--- src/rtl/ber_test_controller_if.sv ---
// ber_test_controller_if
//   Datapath bus between the BER test sequencer and the channel under test.
//   tx_data  : test word presented to the datapath input
//   tx_valid : tx_data carries a test word this cycle
//   rx_data  : word returned by the datapath output
//   master modport : the sequencer (drives tx_*, observes rx_data)
//   slave  modport : the datapath (observes tx_*, drives rx_data)
interface ber_test_controller_if #(
  parameter int unsigned WIDTH = 12
);
  logic [WIDTH-1:0] tx_data;
  logic             tx_valid;
  logic [WIDTH-1:0] rx_data;

  modport master (output tx_data, output tx_valid, input rx_data);
  modport slave  (input tx_data, input tx_valid, output rx_data);
endinterface

--- src/rtl/ber_test_controller.sv ---
// ber_test_controller
//   Run-to-completion bit-error-rate sequencer. On start it streams num_words
//   PRBS words into the datapath, regenerates the expected words through a
//   latency-matched delay line, compares returned words bit by bit and
//   accumulates bit/word error counts.
// Ports:
//   CLK, reset     : clock (rising edge), synchronous active-low reset
//   start, abort   : run request (IDLE only) / cancel a run in SEND or DRAIN
//   num_words      : words per run, latched with start
//   err_thresh     : error_flag is raised once bit_errors exceeds this
//   dp             : datapath bus (tx_data/tx_valid out, rx_data in)
//   busy, done     : run in progress / one-cycle completion pulse
//   bit_errors, word_errors, words_checked : result counters
//   error_flag     : sticky bit_errors > err_thresh
module ber_test_controller #(
  parameter int unsigned       WIDTH   = 12,
  parameter int unsigned       LAT     = 3,
  parameter int unsigned       CNT_W   = 50,
  parameter int unsigned       WORDS_W = 16,
  parameter logic [WIDTH-1:0]  SEED    = 12'hACE
) (
  input  logic                 CLK,
  input  logic                 reset,
  input  logic                 start,
  input  logic                 abort,
  input  logic [WORDS_W-1:0]   num_words,
  input  logic [CNT_W-1:0]     err_thresh,
  ber_test_controller_if.master dp,
  output logic                 busy,
  output logic                 done,
  output logic [CNT_W-1:0]     bit_errors,
  output logic [WORDS_W-1:0]   word_errors,
  output logic [WORDS_W-1:0]   words_checked,
  output logic                 error_flag
);

  localparam int unsigned DW = (LAT > 1) ? $clog2(LAT) : 1;

  typedef enum logic [1:0] {IDLE, SEND, DRAIN, DONE} state_t;

  state_t             state_q, state_d;
  logic [WIDTH-1:0]   lfsr_q, lfsr_d;
  logic [WORDS_W-1:0] rem_q, rem_d;
  logic [DW-1:0]      drain_q, drain_d;
  logic               tx_valid_q, tx_valid_d;
  logic [WIDTH-1:0]   tx_data_q, tx_data_d;
  logic               busy_q, busy_d;
  logic               done_q, done_d;
  logic [CNT_W-1:0]   bit_err_q, bit_err_d;
  logic [WORDS_W-1:0] word_err_q, word_err_d;
  logic [WORDS_W-1:0] checked_q, checked_d;
  logic               flag_q, flag_d;
  logic [LAT-1:0]     dl_v_q, dl_v_d;
  logic [WIDTH-1:0]   dl_w_q [LAT];
  logic [WIDTH-1:0]   dl_w_d [LAT];

  logic [WIDTH-1:0]   diff;
  logic [CNT_W-1:0]   pc;
  logic [CNT_W:0]     bit_sum;
  logic               aborting;

  always_comb begin
    state_d    = state_q;
    lfsr_d     = lfsr_q;
    rem_d      = rem_q;
    drain_d    = drain_q;
    tx_valid_d = 1'b0;
    tx_data_d  = '0;
    busy_d     = 1'b0;
    done_d     = 1'b0;
    bit_err_d  = bit_err_q;
    word_err_d = word_err_q;
    checked_d  = checked_q;
    flag_d     = flag_q | (bit_err_q > err_thresh);
    diff       = '0;
    pc         = '0;
    bit_sum    = '0;
    aborting   = abort && (state_q == SEND || state_q == DRAIN);

    // Delay line shifts every cycle; stage 0 takes the registered tx word.
    dl_v_d[0] = tx_valid_q;
    dl_w_d[0] = tx_data_q;
    for (int unsigned i = 1; i < LAT; i++) begin
      dl_v_d[i] = dl_v_q[i-1];
      dl_w_d[i] = dl_w_q[i-1];
    end

    // A compare landing in the abort cycle is dropped along with the flush.
    if (dl_v_q[LAT-1] && !aborting) begin
      diff = dp.rx_data ^ dl_w_q[LAT-1];
      for (int unsigned i = 0; i < WIDTH; i++) begin
        pc = pc + CNT_W'(diff[i]);
      end
      bit_sum    = {1'b0, bit_err_q} + {1'b0, pc};
      bit_err_d  = bit_sum[CNT_W] ? '1 : bit_sum[CNT_W-1:0];
      word_err_d = word_err_q + WORDS_W'(diff != '0);
      checked_d  = checked_q + WORDS_W'(1);
    end

    // Outputs are registered from the current state, so each state's
    // effect appears on the ports one cycle after the state is entered.
    unique case (state_q)
      IDLE: begin
        if (start) begin
          bit_err_d  = '0;
          word_err_d = '0;
          checked_d  = '0;
          flag_d     = 1'b0;
          rem_d      = num_words;
          lfsr_d     = SEED;
          state_d    = (num_words == '0) ? DONE : SEND;
        end
      end
      SEND: begin
        if (abort) begin
          state_d = IDLE;
        end else begin
          busy_d     = 1'b1;
          tx_valid_d = 1'b1;
          tx_data_d  = lfsr_q;
          lfsr_d     = {lfsr_q[WIDTH-2:0], lfsr_q[11] ^ lfsr_q[5] ^ lfsr_q[3] ^ lfsr_q[0]};
          rem_d      = rem_q - WORDS_W'(1);
          if (rem_q == WORDS_W'(1)) begin
            state_d = DRAIN;
            drain_d = '0;
          end
        end
      end
      DRAIN: begin
        // The last word needs LAT more cycles to reach the compare stage;
        // counting them is equivalent to watching the delay line empty.
        if (abort) begin
          state_d = IDLE;
        end else begin
          busy_d = 1'b1;
          if (drain_q == DW'(LAT - 1)) begin
            state_d = DONE;
          end else begin
            drain_d = drain_q + DW'(1);
          end
        end
      end
      DONE: begin
        done_d  = 1'b1;
        state_d = IDLE;
      end
      default: state_d = IDLE;
    endcase

    if (aborting) begin
      dl_v_d = '0;
    end
  end

  always_ff @(posedge CLK) begin
    if (!reset) begin
      state_q    <= IDLE;
      lfsr_q     <= SEED;
      rem_q      <= '0;
      drain_q    <= '0;
      tx_valid_q <= 1'b0;
      tx_data_q  <= '0;
      busy_q     <= 1'b0;
      done_q     <= 1'b0;
      bit_err_q  <= '0;
      word_err_q <= '0;
      checked_q  <= '0;
      flag_q     <= 1'b0;
      dl_v_q     <= '0;
      for (int unsigned i = 0; i < LAT; i++) begin
        dl_w_q[i] <= '0;
      end
    end else begin
      state_q    <= state_d;
      lfsr_q     <= lfsr_d;
      rem_q      <= rem_d;
      drain_q    <= drain_d;
      tx_valid_q <= tx_valid_d;
      tx_data_q  <= tx_data_d;
      busy_q     <= busy_d;
      done_q     <= done_d;
      bit_err_q  <= bit_err_d;
      word_err_q <= word_err_d;
      checked_q  <= checked_d;
      flag_q     <= flag_d;
      dl_v_q     <= dl_v_d;
      dl_w_q     <= dl_w_d;
    end
  end

  assign dp.tx_data    = tx_data_q;
  assign dp.tx_valid   = tx_valid_q;
  assign busy          = busy_q;
  assign done          = done_q;
  assign bit_errors    = bit_err_q;
  assign word_errors   = word_err_q;
  assign words_checked = checked_q;
  assign error_flag    = flag_q;

endmodule

--- src/flat_wrapper.sv ---
// flat-port wrapper written by rule: the top's interface ports become plain ports
module ber_test_controller_flat 
#(
  parameter int unsigned       WIDTH   = 12,
  parameter int unsigned       LAT     = 3,
  parameter int unsigned       CNT_W   = 50,
  parameter int unsigned       WORDS_W = 16,
  parameter logic [WIDTH-1:0]  SEED    = 12'hACE
)
  (CLK, reset, start, abort, num_words, err_thresh, busy, done, bit_errors, word_errors, words_checked, error_flag, dp_tx_data, dp_tx_valid, dp_rx_data);
  ber_test_controller_if #(.WIDTH(WIDTH)) dp_i ();
  input  logic CLK;
  input  logic reset;
  input  logic start;
  input  logic abort;
  input  logic [WORDS_W-1:0] num_words;
  input  logic [CNT_W-1:0] err_thresh;
  output logic busy;
  output logic done;
  output logic [CNT_W-1:0] bit_errors;
  output logic [WORDS_W-1:0] word_errors;
  output logic [WORDS_W-1:0] words_checked;
  output logic error_flag;
  output wire logic [$bits(dp_i.tx_data)-1:0] dp_tx_data;
  output wire logic [$bits(dp_i.tx_valid)-1:0] dp_tx_valid;
  input wire logic [$bits(dp_i.rx_data)-1:0] dp_rx_data;
  assign dp_tx_data = dp_i.tx_data;
  assign dp_tx_valid = dp_i.tx_valid;
  assign dp_i.rx_data = dp_rx_data;
  ber_test_controller #(.WIDTH(WIDTH), .LAT(LAT), .CNT_W(CNT_W), .WORDS_W(WORDS_W), .SEED(SEED)) u_core (.CLK(CLK), .reset(reset), .start(start), .abort(abort), .num_words(num_words), .err_thresh(err_thresh), .dp(dp_i), .busy(busy), .done(done), .bit_errors(bit_errors), .word_errors(word_errors), .words_checked(words_checked), .error_flag(error_flag));
endmodule
--- config.mk ---
export PLATFORM = sky130hd
export DESIGN_NAME = ber_test_controller_flat
export DESIGN_NICKNAME = d
export VERILOG_FILES = /design/src/rtl/ber_test_controller_if.sv /design/src/rtl/ber_test_controller.sv /design/src/flat_wrapper.sv
export SDC_FILE = /design/constraint.sdc
export NUM_CORES = 1
export LEC_CHECK = 0
export BUFFER_PORTS_ARGS = -buffer_cell sky130_fd_sc_hd__buf_2
export CAP_MARGIN = 30
export CORE_ASPECT_RATIO = 0.6
export CORE_MARGIN = 2
export CORE_UTILIZATION = 55
export DETAILED_ROUTE_END_ITERATION = 6
export PLACE_DENSITY_LB_ADDON = 0.05
export SKIP_LAST_GASP = 1
export SLEW_MARGIN = 30
export SYNTH_ARGS = -nofsm -noshare
export SYNTH_HDL_FRONTEND = slang
export SYNTH_SLANG_ARGS = --single-unit
--- constraint.sdc ---
create_clock -name CLK -period 7 [get_ports CLK]
set_input_delay 0.35 -clock CLK [delete_from_list [all_inputs] [get_ports CLK]]
set_output_delay 0.35 -clock CLK [all_outputs]
set_load 0.02 [all_outputs]
==> metrics.log, run 1 <==
INFO  metric critical_path_required = 7360 ps
INFO  metric worst-slew-pin-transition = 907.9 ps
INFO  metric grt_overflow_total = 0
INFO  metric ant_nets = 0
INFO  metric port_buffers = 179
INFO  metric grt_most_used_layer = met1
INFO  metric detailroute.via_count = 7754
INFO  metric postSynthAreaPerCell = 8.514 um^2
INFO  metric mappedNetlistArea = 0.008982 mm^2
INFO  metric grtUsageMet2 = 36.35%
INFO  metric cp_top_family = adder cells
INFO  metric design_power_total = 2.916 mW
INFO  metric critPathLaunchType = flip-flop
INFO  metric floorplan.core_area = 0.01613 mm^2
INFO  metric synth_edf_count = 0
INFO  metric detailedRoute.firstIterationViolations = 542
INFO  metric yosys_warnings = 0
INFO  metric clk_pin_slew_worst_paths = 80 ps
INFO  metric grtUsageMet1 = 40.51%
INFO  metric vias_per_cell = 5.430
INFO  metric shortest_clock_period_the_worst_path_allows_after_layout = 5509 ps
INFO  metric hold_viol = 0
INFO  metric die_area = 0.01740 mm^2
INFO  metric htree_levels = 4
INFO  metric global_route.usage.met3 = 6.104%
INFO  metric preCtsSetupSlack = 1473 ps
INFO  metric cts-resized-gates = 0
INFO  metric fp.dieH = 103.0 um
INFO  metric clockBufferDepth = 2
INFO  metric yosys_most_used_dff = sky130_fd_sc_hd__dfxtp_1
INFO  metric hold_class = in -> reg
INFO  metric async_flop_share = 0%
INFO  metric detailedPlacementHpwl = 16610 um
INFO  metric setup_tns = 0 ps
INFO  metric grt_antenna_before_repair = 0
INFO  metric achievable-frequency = 181.5 MHz
INFO  metric max_cap_violations = 0
INFO  metric timing.clock.skew = 15.58 ps
INFO  metric final-max-slew-violation-count = 0
INFO  metric synthToLayoutAreaGrowth = 17.13%
INFO  metric ys_seq_area_share = 37.67%
INFO  metric pwr_density_cell = 277.1 mW/mm^2
INFO  metric synth_cell_types = 66
INFO  metric detailedRoute.firstPassIterationCount = 5
INFO  metric maximum_number_of_pins_on_one_net_before_global_route_repair = 80
INFO  metric syn-instance-count = 1055
INFO  metric synth-seq-cells = 169
INFO  metric clk-insertion-delay-late = 430 ps
INFO  metric max_stage_delay = 700 ps
INFO  metric gpl.final_weighted_congestion = 0.8836
INFO  metric post_cts.repair.setup_buffers = 0
INFO  metric routedWlPerCell = 15.66 um
INFO  metric start_util = 55.70%
INFO  metric slew-limit-headroom = 39.47%
INFO  metric timing.setup.critical_path_class = reg -> reg
INFO  metric diodes = 0
INFO  metric grt_usage = 25.96%
INFO  metric regToRegSetupSlack = 1490 ps
INFO  metric fp-row-count = 36
INFO  metric drt_drc_violations_left = 0
INFO  metric finalWirelength = 22370 um
INFO  metric crit_fanout = 10
INFO  metric timing.final.ws_setup = 1491 ps
INFO  metric clock_sinks = 169
INFO  metric static-leakage-power = 4.808 nW
INFO  metric nNetsFinal = 1365
INFO  metric final_design_utilization = 65.25%
INFO  metric outcome = complete, no violations
INFO  metric floorplan_die_width = 169.0 um
INFO  metric hold_buffers = 0
INFO  metric final_layout_size_suffix_gt1_share = 19.44%
INFO  metric first_pass_grt_wire_length = 35970 um
INFO  metric ir_worst_vdd = 0.2186 mV
INFO  metric top_level_ports = 180
INFO  metric cp-end-kind = flip-flop
INFO  metric timing.critical_path.buf_inv = 5
INFO  metric mappedNetlistNets = 1214
INFO  metric most_common_library_cell_in_the_layout_ignoring_fill_and_taps = sky130_fd_sc_hd__buf_2
INFO  metric clock_tree_from_tritoncts = done
INFO  metric timing.critical_path.slowest_stage_cell = sky130_fd_sc_hd__o21ai_0
INFO  metric cts-root-buf = sky130_fd_sc_hd__clkbuf_16
INFO  metric layout_common_cells = 179 x sky130_fd_sc_hd__buf_2, 169 x sky130_fd_sc_hd__dfxtp_1, 92 x sky130_fd_sc_hd__nand2_1
INFO  metric first_global_vias = 6893
INFO  metric grt_setup_unrepaired = no
INFO  metric post-route-period-util = 78.70%
INFO  metric cts_buffers = 17
INFO  metric setup_violations = 0
INFO  metric critical_path.cell_chain = xor2_1 -> inv_1 -> ha_1 -> inv_1 -> fa_1 -> fa_1 -> inv_1 -> fa_1 -> fa_1 -> inv_1 -> fa_1 -> inv_1 -> ha_1 -> a21o_1 -> a21oi_1 -> o21ai_0 -> nand4_4 -> or4_1 -> a31oi_1
INFO  metric critPathArrivalTime = 5860 ps
-- final timing paths --
| path | start | end | depth (start not counted) |
|---|---|---|---|
| min reg2reg | u_core.dl_w_d[9]$_SDFF_PN0_ | u_core.dl_w_q[9]$_SDFF_PN0_ | 1 |
| max | u_core.dl_w_q[1]$_SDFF_PN0_ | u_core.bit_errors[45]$_SDFF_PN0_ | 19 |
| max reg2reg | u_core.dl_w_q[1]$_SDFF_PN0_ | u_core.bit_errors[45]$_SDFF_PN0_ | 19 |
| min | num_words[1] | u_core.rem_q[1]$_SDFFE_PN0P_ | 3 |
-- report_power, final --
part / internal, mW / switching, mW
Sequential: 1.05 / 0.0768
Combinational: 0.308 / 0.512
Clock: 0.491 / 0.474
Total: 1.85 / 1.06
-- through the flow --
step                area [um^2]  hold slack [ps]  cells
global route              10520            260.2   1428
global placement           9889            412.7   1396
floorplan                  8982            411.9   1055
detailed placement         9892            418.6   1396
CTS                       10510            246.1   1428
finish                    10520            264.1   1428
-- metal layers --
| metal | wire [um] | vias to the layer above |
|---|---|---|
| li1 | - | 3922 |
| met1 | 11890 | 3552 |
| met2 | 8776 | 270 |
| met3 | 1611 | 10 |
| met4 | 91 | 0 |
| met5 | 0 | - |
-- cell usage after synthesis (all sizes together), types with 2 or more instances --
library cell | n | area (um^2)
and4 | 8 | 70.07
o22ai | 5 | 31.28
or2 | 3 | 18.77
a21boi | 3 | 22.52
o211ai | 4 | 30.03
nor3 | 26 | 130.1
xor2 | 36 | 315.3
a311oi | 2 | 17.52
and3 | 19 | 120.1
nand3b | 2 | 15.01
buf | 22 | 166.4
nor3b | 4 | 30.03
xnor2 | 37 | 324.1
and2 | 57 | 359.1
nand3 | 47 | 240.2
a21o | 7 | 52.55
a21oi | 68 | 340.3
mux2i | 5 | 50.05
nor2 | 86 | 341.6
nand2 | 94 | 352.8
nor4 | 16 | 115.1
o21a | 6 | 45.04
a221oi | 4 | 35.03
o221a | 2 | 22.52
o311a | 2 | 20.02
a211oi | 4 | 30.03
inv | 89 | 334.1
nand2b | 5 | 31.28
dfxtp | 169 | 3383
ha | 69 | 863.3
mux2 | 3 | 33.78
o21ai | 39 | 202.7
or4 | 8 | 67.56
nand4 | 21 | 146.4
a22oi | 2 | 15.01
o31ai | 10 | 75.07
nor2b | 3 | 18.77
fa | 8 | 160.2
clkbuf | 27 | 101.4
a31oi | 16 | 100.1
or3 | 6 | 37.54
-- worst register-to-register path, delay by kind of cell, from the launching register on --
kind,cells,cell delay (ps)
fa+ha+maj,7,2770
compound gates,4,1070
simple gates,2,800
flops,1,330
buf+inv,5,280
xor+xnor,1,190
-- registers in the layout (all words and copies together) (netlist names) --
signal                flops
u_core.dl_w_q            12
u_core.dp.tx_valid        1
u_core.dp.tx_data        12
u_core.busy               1
u_core.words_checked     16
u_core.lfsr_q            12
u_core.dl_w_d            24
u_core.dl_v_q             3
u_core.word_errors       16
u_core.error_flag         1
u_core.bit_errors        50
u_core.drain_q            2
u_core.state_q            2
u_core.rem_q             16
u_core.done               1
-- logic make-up after synthesis --
kind of cell | count (synthesis) | synth area share [%]
compound gates | 183 | 12.68
xor+xnor | 73 | 7.118
fa+ha+maj | 77 | 11.39
buf+inv | 138 | 6.700
flops | 169 | 37.67
mux | 8 | 0.9333
simple gates | 407 | 23.51
-- layout make-up --
class | instances | area [um^2]
Timing Repair Buffer | 181 | 910.9
Clock buffer | 17 | 425.4
Tap cell | 209 | 261.5
Inverter | 89 | 334.1
Multi-Input combinational cell | 748 | 5011
Clock inverter | 15 | 195.2
Sequential cell | 169 | 3383
Fill cell | 1392 | 5604
(Power assumes the default switching activity.)
==> run 2: changes to the inputs <==
Settings changed: CORE_UTILIZATION 55 to 50.
Clock period 7 ns to 4.6 ns, I/O delays scaled along.
==> metrics.log, run 2 (synthesized netlist as in run 1, its figures left out) <==
INFO  metric outcome = finished with violations (was complete, no violations)
INFO  metric violations = setup timing
INFO  metric max_cap_violations = 0 (unchanged)
INFO  metric grt_overflow_total = 0 (unchanged)
INFO  metric first_global_vias = 7240 (was 6893)
INFO  metric start_util = 51.74% (was 55.70%)
INFO  metric vias_per_cell = 5.329 (was 5.430)
INFO  metric fp.dieH = 107.8 um (was 103.0 um)
INFO  metric timing.final.ws_setup = -394.4 ps (was 1491 ps)
INFO  metric synthToLayoutAreaGrowth = 23.96% (was 17.13%)
INFO  metric reg2regPathDepth = 18 (was 19)
INFO  metric grt_usage = 24.80% (was 25.96%)
INFO  metric port_buffers = 179 (unchanged)
INFO  metric critical_path_required = 4930 ps (was 7360 ps)
INFO  metric nNetsFinal = 1398 (was 1365)
INFO  metric achievable-frequency = 200.2 MHz (was 181.5 MHz)
INFO  metric worst_hold_slack = 146.2 ps (was 264.1 ps)
INFO  metric whs_path_depth = 2 (was 3)
INFO  metric detailedRoute.firstIterationViolations = 504 (was 542)
INFO  metric shortest_clock_period_the_worst_path_allows_after_layout = 4994 ps (was 5509 ps)
INFO  metric top_level_ports = 180 (unchanged)
INFO  metric clk-insertion-delay-late = 430 ps (about the same)
INFO  metric clock_sinks = 169 (unchanged)
INFO  metric hold_viol = 0 (unchanged)
INFO  metric post-place-cells = 1445 (was 1396)
INFO  metric cts_buffers = 17 (unchanged)
INFO  metric detailedPlacementHpwl = 16930 um (was 16610 um)
INFO  metric clk_pin_slew_worst_paths = 80 ps (about the same)
INFO  metric setup_tns = -15140 ps (was 0 ps)
INFO  metric static-leakage-power = 5.061 nW (was 4.808 nW)
INFO  metric ir_worst_vdd = 0.2592 mV (was 0.2186 mV)
INFO  metric most_common_library_cell_in_the_layout_ignoring_fill_and_taps = sky130_fd_sc_hd__buf_2 (unchanged)
INFO  metric timing.setup.critical_path_class = reg -> reg (unchanged)
INFO  metric clockBufferDepth = 2 (unchanged)
INFO  metric timing.clock.skew = 17.92 ps (was 15.58 ps)
INFO  metric worst-slew-pin-transition = 829.9 ps (was 907.9 ps)
INFO  metric htree_levels = 4 (unchanged)
INFO  metric largest_register_ff_count = 50 (unchanged)
INFO  metric die_area = 0.01909 mm^2 (was 0.01740 mm^2)
INFO  metric multiInputGateArea = 0.005255 mm^2 (was 0.005011 mm^2)
INFO  metric ant_nets = 0 (unchanged)
INFO  metric setup_violations = 49 (was 0)
INFO  metric pwr_density_cell = 415.0 mW/mm^2 (was 277.1 mW/mm^2)
INFO  metric post-route-period-util = 108.6% (was 78.70%)
INFO  metric regArea = 0.003385 mm^2 (was 0.003383 mm^2)
INFO  metric floorplan_die_width = 177.0 um (was 169.0 um)
INFO  metric cts-root-buf = sky130_fd_sc_hd__clkbuf_16 (unchanged)
INFO  metric filler_cell_count = 1481 (was 1392)
INFO  metric final_layout_size_suffix_gt1_share = 24.76% (was 19.44%)
INFO  metric layout_common_cells = 180 x sky130_fd_sc_hd__buf_2, 168 x sky130_fd_sc_hd__dfxtp_1, 93 x sky130_fd_sc_hd__nand2_1 (was 179 x sky130_fd_sc_hd__buf_2, 169 x sky130_fd_sc_hd__dfxtp_1, 92 x sky130_fd_sc_hd__nand2_1)
INFO  metric first_pass_grt_wire_length = 37630 um (was 35970 um)
INFO  metric grt_antenna_before_repair = 0 (unchanged)
INFO  metric crit_fanout = 6 (was 10)
INFO  metric diodes = 0 (unchanged)
INFO  metric hold_class = in -> reg (unchanged)
INFO  metric critPathArrivalTime = 5330 ps (was 5860 ps)
INFO  metric detailedRoute.firstPassIterationCount = 5 (unchanged)
INFO  metric gpl.final_weighted_congestion = 0.8235 (was 0.8836)
INFO  metric fp-row-count = 37 (was 36)
INFO  metric routedWlPerCell = 15.51 um (was 15.66 um)
INFO  metric detailroute.via_count = 7919 (was 7754)
INFO  metric maximum_number_of_pins_on_one_net_before_global_route_repair = 48 (was 80)
INFO  metric floorplan.core_area = 0.01736 mm^2 (was 0.01613 mm^2)
INFO  metric drt_drc_violations_left = 0 (unchanged)
INFO  metric cp-end-kind = flip-flop (unchanged)
INFO  metric finalWirelength = 23050 um (was 22370 um)
INFO  metric critPathLaunchType = flip-flop (unchanged)
INFO  metric clock_tree_from_tritoncts = done (unchanged)
INFO  metric final-max-slew-violation-count = 0 (unchanged)
INFO  metric grt_setup_unrepaired = yes (was no)
INFO  metric slew-limit-headroom = 44.16% (was 39.47%)
INFO  metric stdcell_count = 1486 (was 1428)
-- run 2: changes by cell type in the layout (fill, tap and decap cells not counted), moves of 3 or more --
| cell | change |
|---|---|
| sky130_fd_sc_hd__buf_4 | +19 |
| sky130_fd_sc_hd__buf_6 | +11 |
| sky130_fd_sc_hd__a21oi_1 | -10 |
| sky130_fd_sc_hd__a21oi_2 | +8 |
| sky130_fd_sc_hd__nor2_1 | -7 |
| sky130_fd_sc_hd__nor2_4 | +7 |
| sky130_fd_sc_hd__o21ai_0 | -6 |
| sky130_fd_sc_hd__o21ai_1 | +4 |
| sky130_fd_sc_hd__fa_1 | -3 |
| sky130_fd_sc_hd__fa_2 | +3 |
| sky130_fd_sc_hd__nor4_1 | -3 |
-- run 2: worst paths after layout --
path | start | end | slack (ps)
max | u_core.dl_w_q[1]$_SDFF_PN0_ | u_core.bit_errors[23]$_SDFF_PN0_ | -390
min | abort | u_core.busy$_SDFF_PN0_ | 150
max reg2reg | u_core.dl_w_q[1]$_SDFF_PN0_ | u_core.bit_errors[23]$_SDFF_PN0_ | -390
min reg2reg | u_core.dl_w_d[15]$_SDFF_PN0_ | u_core.dl_w_d[3]$_SDFF_PN0_ | 430
-- run 2: worst max-delay path, stage by stage (launching register included) --
cell	delay, ps
sky130_fd_sc_hd__dfxtp_2	340
sky130_fd_sc_hd__xor2_2	160
sky130_fd_sc_hd__inv_1	60
sky130_fd_sc_hd__ha_1	270
sky130_fd_sc_hd__inv_1	40
sky130_fd_sc_hd__fa_1	470
sky130_fd_sc_hd__fa_1	530
sky130_fd_sc_hd__inv_1	50
sky130_fd_sc_hd__fa_1	450
sky130_fd_sc_hd__fa_2	370
sky130_fd_sc_hd__inv_2	60
sky130_fd_sc_hd__fa_2	460
sky130_fd_sc_hd__fa_2	380
sky130_fd_sc_hd__nor2b_1	110
sky130_fd_sc_hd__o21a_2	180
sky130_fd_sc_hd__o21ai_2	80
sky130_fd_sc_hd__or4_4	590
sky130_fd_sc_hd__buf_6	170
sky130_fd_sc_hd__a21oi_1	130
-- run 2: repair_timing --
item,in CTS,in global routing
hold buffers,0,0
setup buffers,6,2
gates resized for setup,33,21
hold endpoints to repair,0,0
gates cloned,0,1
pin swaps,19,8
setup endpoints to repair,49,50
-- run 2: through the flow --
stage	util (%)	setup slack [ps]	instance area (um^2)	total power, mW
2_1_floorplan	-	-122.9	9031	2.704
3_3_place_gp	58.56	-393.2	10170	3.014
3_5_place_dp	58.59	-426.8	10170	3.024
4_1_cts	63.37	-399.0	11000	4.566
5_1_grt	64.14	-543.7	11130	4.907
6_report	64.14	-394.4	11130	4.621
-- run 2: area by class of cell --
| type | count | area share, % |
|---|---|---|
| clock buffers | 17 | 3.821 |
| clock inverters | 15 | 1.955 |
| inverters | 89 | 3.023 |
| multi-input cells | 748 | 47.20 |
| flip-flops and latches | 169 | 30.40 |
| well taps | 234 | 2.630 |
| repair buffers | 214 | 10.98 |
-- run 2: routing by layer --
metal	vias up	GRT usage (%)	share of wire (%)
li1	4008	-	-
met1	3619	38.90	53
met2	277	34.44	39
met3	15	5.014	7.8
met4	0	4.841	0.69
met5	-	0	0
-- run 2: power by group --
part | total [mW] | switching (mW) | internal (mW) | leakage, nW
Sequential | 1.72 | 0.119 | 1.60 | 1.37
Clock | 1.51 | 0.706 | 0.803 | 0.311
Combinational | 1.39 | 0.837 | 0.552 | 3.38
